**config.mk**
```make
export PLATFORM = sky130hd
export DESIGN_NAME = sub_nibble_serial
export DESIGN_NICKNAME = d
export VERILOG_FILES = /design/src/rtl/sub_nibble_serial.sv
export SDC_FILE = /design/constraint.sdc
export NUM_CORES = 1
export LEC_CHECK = 0
export BUFFER_PORTS_ARGS = -buffer_cell sky130_fd_sc_hd__buf_2
export CORE_MARGIN = 4
export CORE_UTILIZATION = 55
export CTS_CLUSTER_DIAMETER = 80
export DETAILED_ROUTE_END_ITERATION = 10
export HOLD_SLACK_MARGIN = 0.05
export PLACE_DENSITY = 0.9
export SETUP_SLACK_MARGIN = 0.4
export SLEW_MARGIN = 20
export SYNTH_ARGS = -nofsm -noshare
export SYNTH_HDL_FRONTEND = slang
export SYNTH_SLANG_ARGS = --single-unit
```
**constraint.sdc**
```tcl
create_clock -name clk -period 9.6 [get_ports clk]
set_clock_uncertainty 0.1 [all_clocks]
set_input_delay 1.92 -clock clk [delete_from_list [all_inputs] [get_ports clk]]
set_output_delay 1.92 -clock clk [all_outputs]
set_load 0.01 [all_outputs]
```
**src/rtl/sub_nibble_serial.sv**
```systemverilog
// sub_nibble_serial: multi-cycle N-bit subtractor, Diff = A - B - Bin.
// A single 4-bit adder slice walks from the LSB nibble to the MSB nibble,
// one nibble per clock, computing A + ~B + ~Bin with a registered carry.
// start/done handshake:
//   - start is sampled only in IDLE or DONE; a high start at such an edge
//     latches A/B/Bin and begins a new operation (start in RUN is ignored).
//   - done is a one-cycle pulse; Diff/Borrow/Ofl/Zero are final in that
//     cycle and hold until the next accepted start (Diff clears on accept).
// All outputs come straight from flops; state_dbg exposes the FSM state.
module sub_nibble_serial #(
  parameter int N = 16
) (
  input  logic         clk,
  input  logic         rst,
  input  logic         start,
  input  logic [N-1:0] A,
  input  logic [N-1:0] B,
  input  logic         Bin,
  output logic         busy,
  output logic         done,
  output logic [N-1:0] Diff,
  output logic         Borrow,
  output logic         Ofl,
  output logic         Zero,
  output logic [1:0]   state_dbg
);

  localparam int NS = N / 4;
  localparam int CW = (NS > 1) ? $clog2(NS) : 1;

  typedef enum logic [1:0] {
    S_IDLE = 2'd0,
    S_RUN  = 2'd1,
    S_DONE = 2'd2
  } state_t;

  state_t        state_q, state_d;
  logic [N-1:0]  a_q, a_d;
  logic [N-1:0]  b_q, b_d;
  logic [N-1:0]  diff_q, diff_d;
  logic [CW-1:0] cnt_q, cnt_d;
  logic          carry_q, carry_d;
  logic          busy_q, busy_d;
  logic          done_q, done_d;
  logic          borrow_q, borrow_d;
  logic          ofl_q, ofl_d;
  logic          zero_q, zero_d;

  logic [3:0]    a_nib;
  logic [3:0]    b_nib;
  logic [4:0]    sum5;
  logic [N-1:0]  diff_full;
  logic          last_slice;

  // Slice datapath: select the current nibble pair and add with the carry.
  always_comb begin
    a_nib = 4'd0;
    b_nib = 4'd0;
    for (int k = 0; k < NS; k++) begin
      if (cnt_q == CW'(k)) begin
        a_nib = a_q[4*k +: 4];
        b_nib = b_q[4*k +: 4];
      end
    end
    sum5 = {1'b0, a_nib} + {1'b0, ~b_nib} + {4'd0, carry_q};
    diff_full = diff_q;
    for (int k = 0; k < NS; k++) begin
      if (cnt_q == CW'(k)) begin
        diff_full[4*k +: 4] = sum5[3:0];
      end
    end
    last_slice = (cnt_q == CW'(NS - 1));
  end

  // Next-state and next-output logic for the IDLE/RUN/DONE controller.
  always_comb begin
    state_d  = state_q;
    a_d      = a_q;
    b_d      = b_q;
    diff_d   = diff_q;
    cnt_d    = cnt_q;
    carry_d  = carry_q;
    busy_d   = busy_q;
    done_d   = 1'b0;
    borrow_d = borrow_q;
    ofl_d    = ofl_q;
    zero_d   = zero_q;
    case (state_q)
      S_IDLE, S_DONE: begin
        busy_d  = 1'b0;
        state_d = S_IDLE;
        if (start) begin
          a_d     = A;
          b_d     = B;
          carry_d = ~Bin;
          diff_d  = '0;
          cnt_d   = '0;
          busy_d  = 1'b1;
          state_d = S_RUN;
        end
      end
      S_RUN: begin
        diff_d  = diff_full;
        carry_d = sum5[4];
        cnt_d   = cnt_q + CW'(1);
        if (last_slice) begin
          cnt_d    = '0;
          borrow_d = ~sum5[4];
          ofl_d    = (a_q[N-1] != b_q[N-1]) && (diff_full[N-1] != a_q[N-1]);
          zero_d   = (diff_full == '0);
          done_d   = 1'b1;
          busy_d   = 1'b0;
          state_d  = S_DONE;
        end
      end
      default: begin
        busy_d  = 1'b0;
        state_d = S_IDLE;
      end
    endcase
  end

  // State and output registers; synchronous reset discards any partial work.
  always_ff @(posedge clk) begin
    if (rst) begin
      state_q  <= S_IDLE;
      a_q      <= '0;
      b_q      <= '0;
      diff_q   <= '0;
      cnt_q    <= '0;
      carry_q  <= 1'b0;
      busy_q   <= 1'b0;
      done_q   <= 1'b0;
      borrow_q <= 1'b0;
      ofl_q    <= 1'b0;
      zero_q   <= 1'b0;
    end else begin
      state_q  <= state_d;
      a_q      <= a_d;
      b_q      <= b_d;
      diff_q   <= diff_d;
      cnt_q    <= cnt_d;
      carry_q  <= carry_d;
      busy_q   <= busy_d;
      done_q   <= done_d;
      borrow_q <= borrow_d;
      ofl_q    <= ofl_d;
      zero_q   <= zero_d;
    end
  end

  assign busy      = busy_q;
  assign done      = done_q;
  assign Diff      = diff_q;
  assign Borrow    = borrow_q;
  assign Ofl       = ofl_q;
  assign Zero      = zero_q;
  assign state_dbg = state_q;

endmodule
```
==> flow_metrics.env, run 1 <==
export IMPL_synth_compound_area_share_pct=19.59
export IMPL_fin_util_pct=68.05
export IMPL_worstSetupPathType="reg2reg"
export IMPL_grt_pass1_vias=2322
export IMPL_die_width_um=76.49
export IMPL_p_switching_uw=157.8
export IMPL_fin_hold_ws_ps=349.9
export IMPL_wl_mm=6.264
export IMPL_synth_warnings=0
export IMPL_peakVddDrop_v=0.0001449
export IMPL_drive_gt1_share_pct=19.95
export IMPL_rows=24
export IMPL_dieArea_mm2=0.005851
export IMPL_maxSlewHeadroom_pct=30.59
export IMPL_dp_slack_ps=5958
export IMPL_grt_pass1_wl_mm=10.56
export IMPL_detail_route_first_pass_iterations=6
export IMPL_synth_xor_area_share_pct=0.3395
export IMPL_synth_top_family_by_area="simple AND/OR/NAND/NOR gates"
export IMPL_clk_insertion_delay_late_ps=340
export IMPL_fmax_ghz=0.2658
export IMPL_nNetsFinal=416
export IMPL_port_buffers=58
export IMPL_htree_levels=3
export IMPL_synthDominantCellAreaShare_pct=45.00
export IMPL_grt_overflow_total=0
export IMPL_seq_area_frac_synth_pct=45.00
export IMPL_crit_path_start_kind="flip-flop"
export IMPL_seqPwrFrac_pct=47.8
export IMPL_syn_area_mm2=0.002580
export IMPL_setup_viol=0
export IMPL_synthesis_nets=369
export IMPL_dp_cells=412
export IMPL_dp_hpwl_mm=4.266
export IMPL_ioPinCount=59
export IMPL_hold_class="reg2reg"
export IMPL_synth_simple_area_share_pct=24.59
export IMPL_rsz0062_at_grt="no"
export IMPL_r2r_slack_ps=5840
export IMPL_core_mm2=0.004444
export IMPL_post_cts_buffers=0
export IMPL_gp_congestion=0.8725
export IMPL_drc=0
export IMPL_cp_max_fo=25
export IMPL_grt_max_degree=59
export IMPL_clock_tree_root_cell="clkbuf_8"
export IMPL_p_int_uw=389.7
export IMPL_leakagePower_uw=0.001282
export IMPL_num_antenna_cells=0
export IMPL_switching_share_pct=28.82
export IMPL_cts_resized=0
export IMPL_fin_crit_ps=3762
export IMPL_pwr_share_comb_pct=16.9
export IMPL_arrival_ps=3910
export IMPL_outcome="finished clean"
export IMPL_pwr_share_clk_pct=35.3
export IMPL_cts_tree="built"
export IMPL_vias=2408
export IMPL_cts_hold_buffers=0
export IMPL_synth_adder_area_share_pct=4.947
export IMPL_drv_cap=0
export IMPL_synth_area_leader_cell="dfxtp_1"
export IMPL_synthTopCellsByArea="dfxtp_1, nand2_1, a21oi_1, ha_1, nor2_1"
export IMPL_final_cell_count_no_fill=428
export IMPL_worstPathRequired_ps=9740
export IMPL_synth_distinct_cells=33
export IMPL_synth_cells=324
export IMPL_area_growth_pct=17.22
export IMPL_p_per_area_mw_per_mm2=181.0
export IMPL_cts_made_buffers=9
export IMPL_drt_initial_drc_count=222
export IMPL_start_util_pct=58.05
export IMPL_worst_slack_ps=5838
export IMPL_hold_viol_final=0
export IMPL_grt_use_total_pct=22.58
export IMPL_synth_mux_area_share_pct=1.552
export IMPL_fin_tns_setup_ps=0
export IMPL_clk_path_buf_depth=2
export IMPL_fin_crit_sh_pct=39.19
export IMPL_ys_ff_latch=58
export IMPL_antenna_found_initial=0
export IMPL_clkSlewWorstSetupHoldPaths_ps=70
export IMPL_chipHeight_um=76.49
export IMPL_via_per_inst=5.626
export IMPL_slew_violations=0
export IMPL_synth_avg_cell_area_um2=7.963
export IMPL_cp_end_kind="flip-flop"
export IMPL_wl_per_cell_um=14.64
export IMPL_worst_pin_slew_ps=1039
export IMPL_drtAntennaViolNets=0
export IMPL_cts_sinks=58
[flip-flops by register name, summed over array words and instances, names as in the netlist]
register,cells
state_dbg,2
a_q,16
b_q,16
cnt_q,2
Diff,16
Zero,1
carry_q,1
done,1
busy,1
Ofl,1
Borrow,1
[path summary, 6_finish.rpt]
kind / from / endpoint / cells after the start
hold / removal: Diff[15]$_SDFFE_PP0P_ / Diff[15]$_SDFFE_PP0P_ / 2
hold reg to reg: Diff[15]$_SDFFE_PP0P_ / Diff[15]$_SDFFE_PP0P_ / 2
setup reg to reg: cnt_q[1]$_SDFFE_PP0P_ / Zero$_SDFFE_PP0P_ / 12
setup / recovery: cnt_q[1]$_SDFFE_PP0P_ / Zero$_SDFFE_PP0P_ / 12
[cells in the mapped netlist, drive strengths merged]
master,n
a21boi,1
a21o,2
a21oi,50
a221oi,5
a22oi,6
a311oi,1
a32oi,7
and3b,1
buf,6
clkbuf,17
dfxtp,58
fa,2
ha,7
inv,4
mux2i,4
nand2,81
nand2b,2
nand3,1
nand3b,6
nor2,22
nor2b,12
nor3,7
nor4,3
nor4b,1
o2111ai,1
o21a,2
o21ai,7
o22ai,1
o41ai,1
or3,4
or4b,1
xnor2,1
[cells in the final DEF (no fill, tap or decap), types with 2 or more instances in the layout]
master    instances
nor2_1           22
fa_1              2
nor4_1            3
dfxtp_1          58
a22oi_1           6
a32oi_1           7
or3_1             4
ha_1              7
clkbuf_8         10
nand2_1          81
clkbuf_1          3
nor3_1            7
clkinv_2          3
nand3b_1          6
a21oi_1          50
buf_2            58
mux2i_1           4
o21ai_0           7
inv_1             4
nor2b_1          11
o21a_1            2
a221oi_1          5
a21o_1            2
[layout make-up]
type                            instances  area, um^2
Fill cell                             398        1420
Inverter                                4       15.01
Sequential cell                        58        1161
Multi-Input combinational cell        239        1321
Clock inverter                          3       15.01
Timing Repair Buffer                   59       297.8
Clock buffer                           13       148.9
Tap cell                               52       65.06
[metrics by stage]
| stage | total power [uW] | instance area (um^2) |
|---|---|---|
| floorplan | 330.2 | 2580 |
| global placement | 353.7 | 2858 |
| detailed placement | 357.9 | 2858 |
| CTS | 549.8 | 3022 |
| global route | 576.3 | 3024 |
| finish | 547.5 | 3024 |
[per-layer routing]
layer	vias up	wire length, um	global-route usage (%)
li1	1212	-	-
met1	1091	2519	25.16
met2	91	3137	38.66
met3	14	464	7.683
met4	0	142	10.33
met5	-	0	0
[worst max-delay path: stages, from the launching register on]
cell	delay, ps
dfxtp_1	340
inv_1	90
ha_1	680
nand3b_1	200
a21oi_1	70
a21oi_1	150
o21ai_0	120
fa_1	480
fa_1	420
xnor2_1	260
nor4b_1	280
o2111ai_1	160
o41ai_1	270
[cells by family (layout without fill, tap and decap cells)]
family | count (synthesis) | after routing
and+or+nand+nor | 141 | 141
AOI/OAI and AO/OA | 84 | 84
DFF | 58 | 58
buffers and inverters | 27 | 79
adders and majority gates | 9 | 9
muxes | 4 | 4
xor gates and xnor gates | 1 | 1
[power by group through the flow]
stage | Combinational, uW | Sequential (uW) | Clock (uW)
5_1_grt | 103 | 263 | 210
2_1_floorplan | 64.3 | 266 | 0
6_report | 92.8 | 261 | 193
3_5_place_dp | 91.2 | 267 | 0
4_1_cts | 92.0 | 261 | 196
3_3_place_gp | 87.6 | 266 | 0
(Power assumes the default switching activity.)
==> inputs of run 2 (changes only) <==
CORE_UTILIZATION = 48   (was 55)
PLACE_DENSITY = 0.84   (was 0.9)
clock period = 3.1 ns   (was 9.6 ns; I/O delays follow)
==> flow_metrics.env, run 2 (synthesis results as in run 1) <==
export IMPL_die_width_um=81.32
export IMPL_fin_hold_ws_ps=349.1
export IMPL_detail_route_first_pass_iterations=5
export IMPL_gp_congestion=0.9102
export IMPL_cts_hold_buffers=0
export IMPL_crit_path_start_kind="flip-flop"
export IMPL_area_growth_pct=35.21
export IMPL_vias=2639
export IMPL_via_per_inst=5.627
export IMPL_dp_cells=436
export IMPL_num_antenna_cells=0
export IMPL_nNetsFinal=440
export IMPL_final_cell_mix="nand2_1, buf_2, dfxtp_1"
export IMPL_worst_pin_slew_ps=1043
export IMPL_fin_crit_sh_pct=93.72
export IMPL_grt_overflow_total=0
export IMPL_final_cell_count_no_fill=469
export IMPL_total_power_uw=1885
export IMPL_start_util_pct=49.88
export IMPL_slew_violations=0
export IMPL_cts_sinks=58
export IMPL_gr_usage_met3_pct=6.098
export IMPL_cts_tree="built"
export IMPL_clk_path_buf_depth=2
export IMPL_cp_max_fo=7
export IMPL_drt_initial_drc_count=251
export IMPL_port_buffers=58
export IMPL_ioPinCount=59
export IMPL_fin_util_pct=67.44
export IMPL_drtAntennaViolNets=0
export IMPL_rows=26
export IMPL_leakagePower_uw=0.001468
export IMPL_chipHeight_um=81.32
export IMPL_cp_slowest_cell="or4b_4"
export IMPL_met2_usage_pct=37.79
export IMPL_wl_per_cell_um=16.32
export IMPL_clkSlewWorstSetupHoldPaths_ps=60
export IMPL_rsz0062_at_grt="yes"
export IMPL_busiest_layer="met2"
export IMPL_grt_max_degree=59
export IMPL_final_common_cell="nand2_1"
export IMPL_setup_viol=0
export IMPL_arrival_ps=3060
export IMPL_fin_crit_ps=2905
export IMPL_clock_tree_root_cell="clkbuf_8"
export IMPL_wl_mm=7.656
export IMPL_drv_cap=0
export IMPL_fmax_ghz=0.3442
export IMPL_cp_cell_sequence="inv_4 -> ha_4 -> buf_6 -> buf_6 -> a221oi_4 -> nor3_2 -> a21oi_2 -> ha_4 -> nand3_2 -> and3b_4 -> or4b_4 -> a311oi_2"
export IMPL_drc=0
export IMPL_fin_tns_setup_ps=0
export IMPL_cp_end_kind="flip-flop"
export IMPL_maxSlewHeadroom_pct=30.45
export IMPL_p_per_area_mw_per_mm2=540.3
export IMPL_outcome="finished clean"
export IMPL_htree_levels=3
export IMPL_grt_pass1_vias=2399
export IMPL_grt_use_total_pct=22.52
export IMPL_met1_usage_pct=26.30
export IMPL_dieArea_mm2=0.006612
export IMPL_grt_pass1_wl_mm=11.22
export IMPL_core_mm2=0.005172
export IMPL_peakVddDrop_v=0.0003061
export IMPL_worstPathRequired_ps=3250
export IMPL_cp_num_buf_inv=3
export IMPL_worstSetupPathType="reg2reg"
export IMPL_clk_insertion_delay_late_ps=340
export IMPL_cts_made_buffers=9
export IMPL_hold_class="reg2reg"
export IMPL_nFillCells=423
export IMPL_antenna_found_initial=0
export IMPL_dp_hpwl_mm=4.652
export IMPL_hold_viol_final=0
export IMPL_slowest_delay_ps=520
export IMPL_cp_top_family="simple AND/OR/NAND/NOR gates"
export IMPL_drive_gt1_share_pct=33.58
## run 2: area by class of cell
type                            instances  area, um^2  area share [%]
Multi-Input combinational cell        239        1525           43.72
Clock inverter                          3       40.04           1.148
Sequential cell                        58        1169           33.50
Inverter                                4       17.52          0.5022
Tap cell                               70       87.58           2.511
Timing Repair Buffer                   83       504.2           14.45
Clock buffer                           12       145.1           4.161
## run 2: tightest hold or removal path: stages, from the launching register on
cell and delay [ps]:
dfxtp_1 300, nand2_1 50, a21oi_1 50
## run 2: what timing repair did
item | 4_1_cts | 5_1_grt
setup buffers | 14 | 4
gates cloned | 0 | 0
gates resized for setup | 14 | 25
endpoints found under the setup margin | 9 | 15
pin swaps | 11 | 15
## run 2: path summary, 6_finish.rpt
check	slack, ps	cells past startpoint	start	end
max	190	12	cnt_q[1]$_SDFFE_PP0P_	Ofl$_SDFFE_PP0P_
min	350	2	b_q[3]$_SDFFE_PP0P_	b_q[3]$_SDFFE_PP0P_
max reg2reg	190	12	cnt_q[1]$_SDFFE_PP0P_	Ofl$_SDFFE_PP0P_
min reg2reg	350	2	b_q[3]$_SDFFE_PP0P_	b_q[3]$_SDFFE_PP0P_
## run 2: power by group
| group | leakage, uW | internal [uW] | switching [uW] | total (uW) |
|---|---|---|---|---|
| Sequential | 0.000475 | 784 | 32.3 | 816 |
| Clock | 0.0000962 | 386 | 279 | 665 |
| Combinational | 0.000897 | 185 | 219 | 404 |
| Total | 0.00147 | 1350 | 530 | 1880 |
## run 2: metal layers
metal | routed length, um | vias to the layer above
li1 | - | 1260
met1 | 2978 | 1215
met2 | 3866 | 132
met3 | 546 | 32
met4 | 265 | 0
met5 | 0 | -
## run 2: stage by stage
step	worst slack, ps	area [um^2]
4_1_cts	352.1	3339
2_1_floorplan	320.4	2679
3_5_place_dp	83.89	2990
3_3_place_gp	192.7	2990
6_report	194.7	3488
5_1_grt	108.1	3488
==> inputs of run 3 (changes only) <==
CELL_PAD_IN_SITES_DETAIL_PLACEMENT = 1   (was unset)
CELL_PAD_IN_SITES_GLOBAL_PLACEMENT = 1   (was unset)
CORE_UTILIZATION = 35   (was 48)
==> flow_metrics.env, run 3 (synthesis results as in run 1) <==
export IMPL_dp_hpwl_mm=5.259
export IMPL_vias=2672
export IMPL_wl_per_cell_um=17.88
export IMPL_chipHeight_um=93.86
export IMPL_drc=0
export IMPL_drv_cap=0
export IMPL_crit_path_start_kind="flip-flop"
export IMPL_multi_input_area_mm2=0.001535
export IMPL_num_antenna_cells=0
export IMPL_grt_pass1_wl_mm=12.81
export IMPL_die_width_um=93.86
export IMPL_clkSlewWorstSetupHoldPaths_ps=70
export IMPL_fin_crit_ps=3046
export IMPL_nFillCells=886
export IMPL_hold_class="reg2reg"
export IMPL_drtAntennaViolNets=0
export IMPL_worstSetupPathType="reg2reg"
export IMPL_arrival_ps=3190
export IMPL_gp_congestion=0.8064
export IMPL_cts_tree="built"
export IMPL_grt_pass1_vias=2736
export IMPL_wl_mm=8.974
export IMPL_dp_slack_ps=-114.5
export IMPL_fin_crit_sh_pct=98.25
export IMPL_setup_viol=0
export IMPL_detail_route_first_pass_iterations=4
export IMPL_placed_area_mm2=0.003042
export IMPL_dieArea_mm2=0.008809
export IMPL_grt_max_degree=59
export IMPL_p_per_area_mw_per_mm2=544.9
export IMPL_cp_end_kind="flip-flop"
export IMPL_hold_viol_final=0
export IMPL_htree_levels=3
export IMPL_drt_initial_drc_count=139
export IMPL_rows=31
export IMPL_core_mm2=0.007214
export IMPL_clk_insertion_delay_late_ps=350
export IMPL_port_buffers=58
export IMPL_rsz0062_at_grt="yes"
export IMPL_ioPinCount=59
export IMPL_worst_pin_slew_ps=1055
export IMPL_worstPathRequired_ps=3240
export IMPL_clk_path_buf_depth=2
export IMPL_grt_use_total_pct=19.13
export IMPL_nNetsFinal=444
export IMPL_fin_area_mm2=0.003557
export IMPL_worst_slack_ps=54.20
export IMPL_cp_max_fo=7
export IMPL_area_growth_pct=37.88
export IMPL_maxSlewHeadroom_pct=29.65
export IMPL_outcome="finished clean"
export IMPL_start_util_pct=35.76
export IMPL_seqCellArea_mm2=0.001169
export IMPL_cts_hold_buffers=0
export IMPL_fmax_ghz=0.3283
export IMPL_grt_overflow_total=0
export IMPL_via_per_inst=5.323
export IMPL_antenna_found_initial=0
export IMPL_final_cell_mix="nand2_1, buf_2, dfxtp_1"
export IMPL_clock_tree_root_cell="clkbuf_8"
export IMPL_slew_violations=0
export IMPL_peakVddDrop_v=0.0002196
export IMPL_leakagePower_uw=0.001506
export IMPL_drive_gt1_share_pct=35.98
export IMPL_cts_sinks=58
export IMPL_r2r_slack_ps=50
export IMPL_cts_made_buffers=9
export IMPL_final_common_cell="nand2_1"
[run 3: cell types whose count changed in the layout (fill, tap and decap cells not counted), moves of 2 or more]
cell	delta
a21oi_2	+2
buf_4	+6
a221oi_2	+2
buf_6	-2
a22oi_1	-5
a21oi_1	-2
a22oi_2	+5
ha_4	-2
[run 3: what timing repair did]
item | in CTS | in global routing
hold endpoints to repair | 0 | 0
pin swaps | 11 | 16
endpoints found under the setup margin | 16 | 16
resized for setup | 12 | 31
buffers inserted | 13 | 7
[run 3: layer usage]
| metal | vias up | global-route usage [%] | wire [um] |
|---|---|---|---|
| met4 | 0 | 11.79 | 238 |
| met2 | 77 | 33.41 | 4806 |
| met5 | - | 0 | 0 |
| li1 | 1267 | - | - |
| met1 | 1309 | 20.24 | 3529 |
| met3 | 19 | 5.288 | 400 |
[run 3: worst max-delay path, cell delays in order (launching register included)]
cell and delay [ps]:
dfxtp_4 380, inv_4 60, ha_4 190, buf_6 130, nor2b_1 190, a221oi_2 90
nor3_1 140, a21oi_1 80, ha_1 410, nand3_2 170, and3b_4 240, or4b_1 480
a311oi_1 290
[run 3: power breakdown]
group | internal [uW] | switching [uW]
logic | 202 | 243
clock network | 386 | 291
registers | 784 | 32.5
[run 3: path summary, 6_finish.rpt]
path | startpoint | to | depth (start not counted)
setup reg to reg | cnt_q[1]$_SDFFE_PP0P_ | Ofl$_SDFFE_PP0P_ | 12
hold / removal | busy$_SDFFE_PP0P_ | busy$_SDFFE_PP0P_ | 1
setup / recovery | cnt_q[1]$_SDFFE_PP0P_ | Ofl$_SDFFE_PP0P_ | 12
hold reg to reg | busy$_SDFFE_PP0P_ | busy$_SDFFE_PP0P_ | 1
[run 3: cell type report]
| cell class | count | share of cell area, % |
|---|---|---|
| clock buffers | 12 | 4.080 |
| clock inverters | 3 | 1.126 |
| inverters | 4 | 0.4924 |
| multi-input cells | 239 | 43.16 |
| flip-flops and latches | 58 | 32.85 |
| well taps | 99 | 3.482 |
| repair buffers | 87 | 14.81 |
[run 3: metrics by stage]
stage	hold slack, ps	total power, uW	utilization [%]	std cells	TNS [ps]
after floorplan	331.8	1041	-	324	0
after global placement	344.9	1137	42.16	467	0
after detailed placement	348.0	1152	42.16	467	-114.5
after CTS	360.5	1863	46.70	495	0
after global routing	382.3	2018	49.31	502	-79.65
final	355.9	1938	49.31	502	0
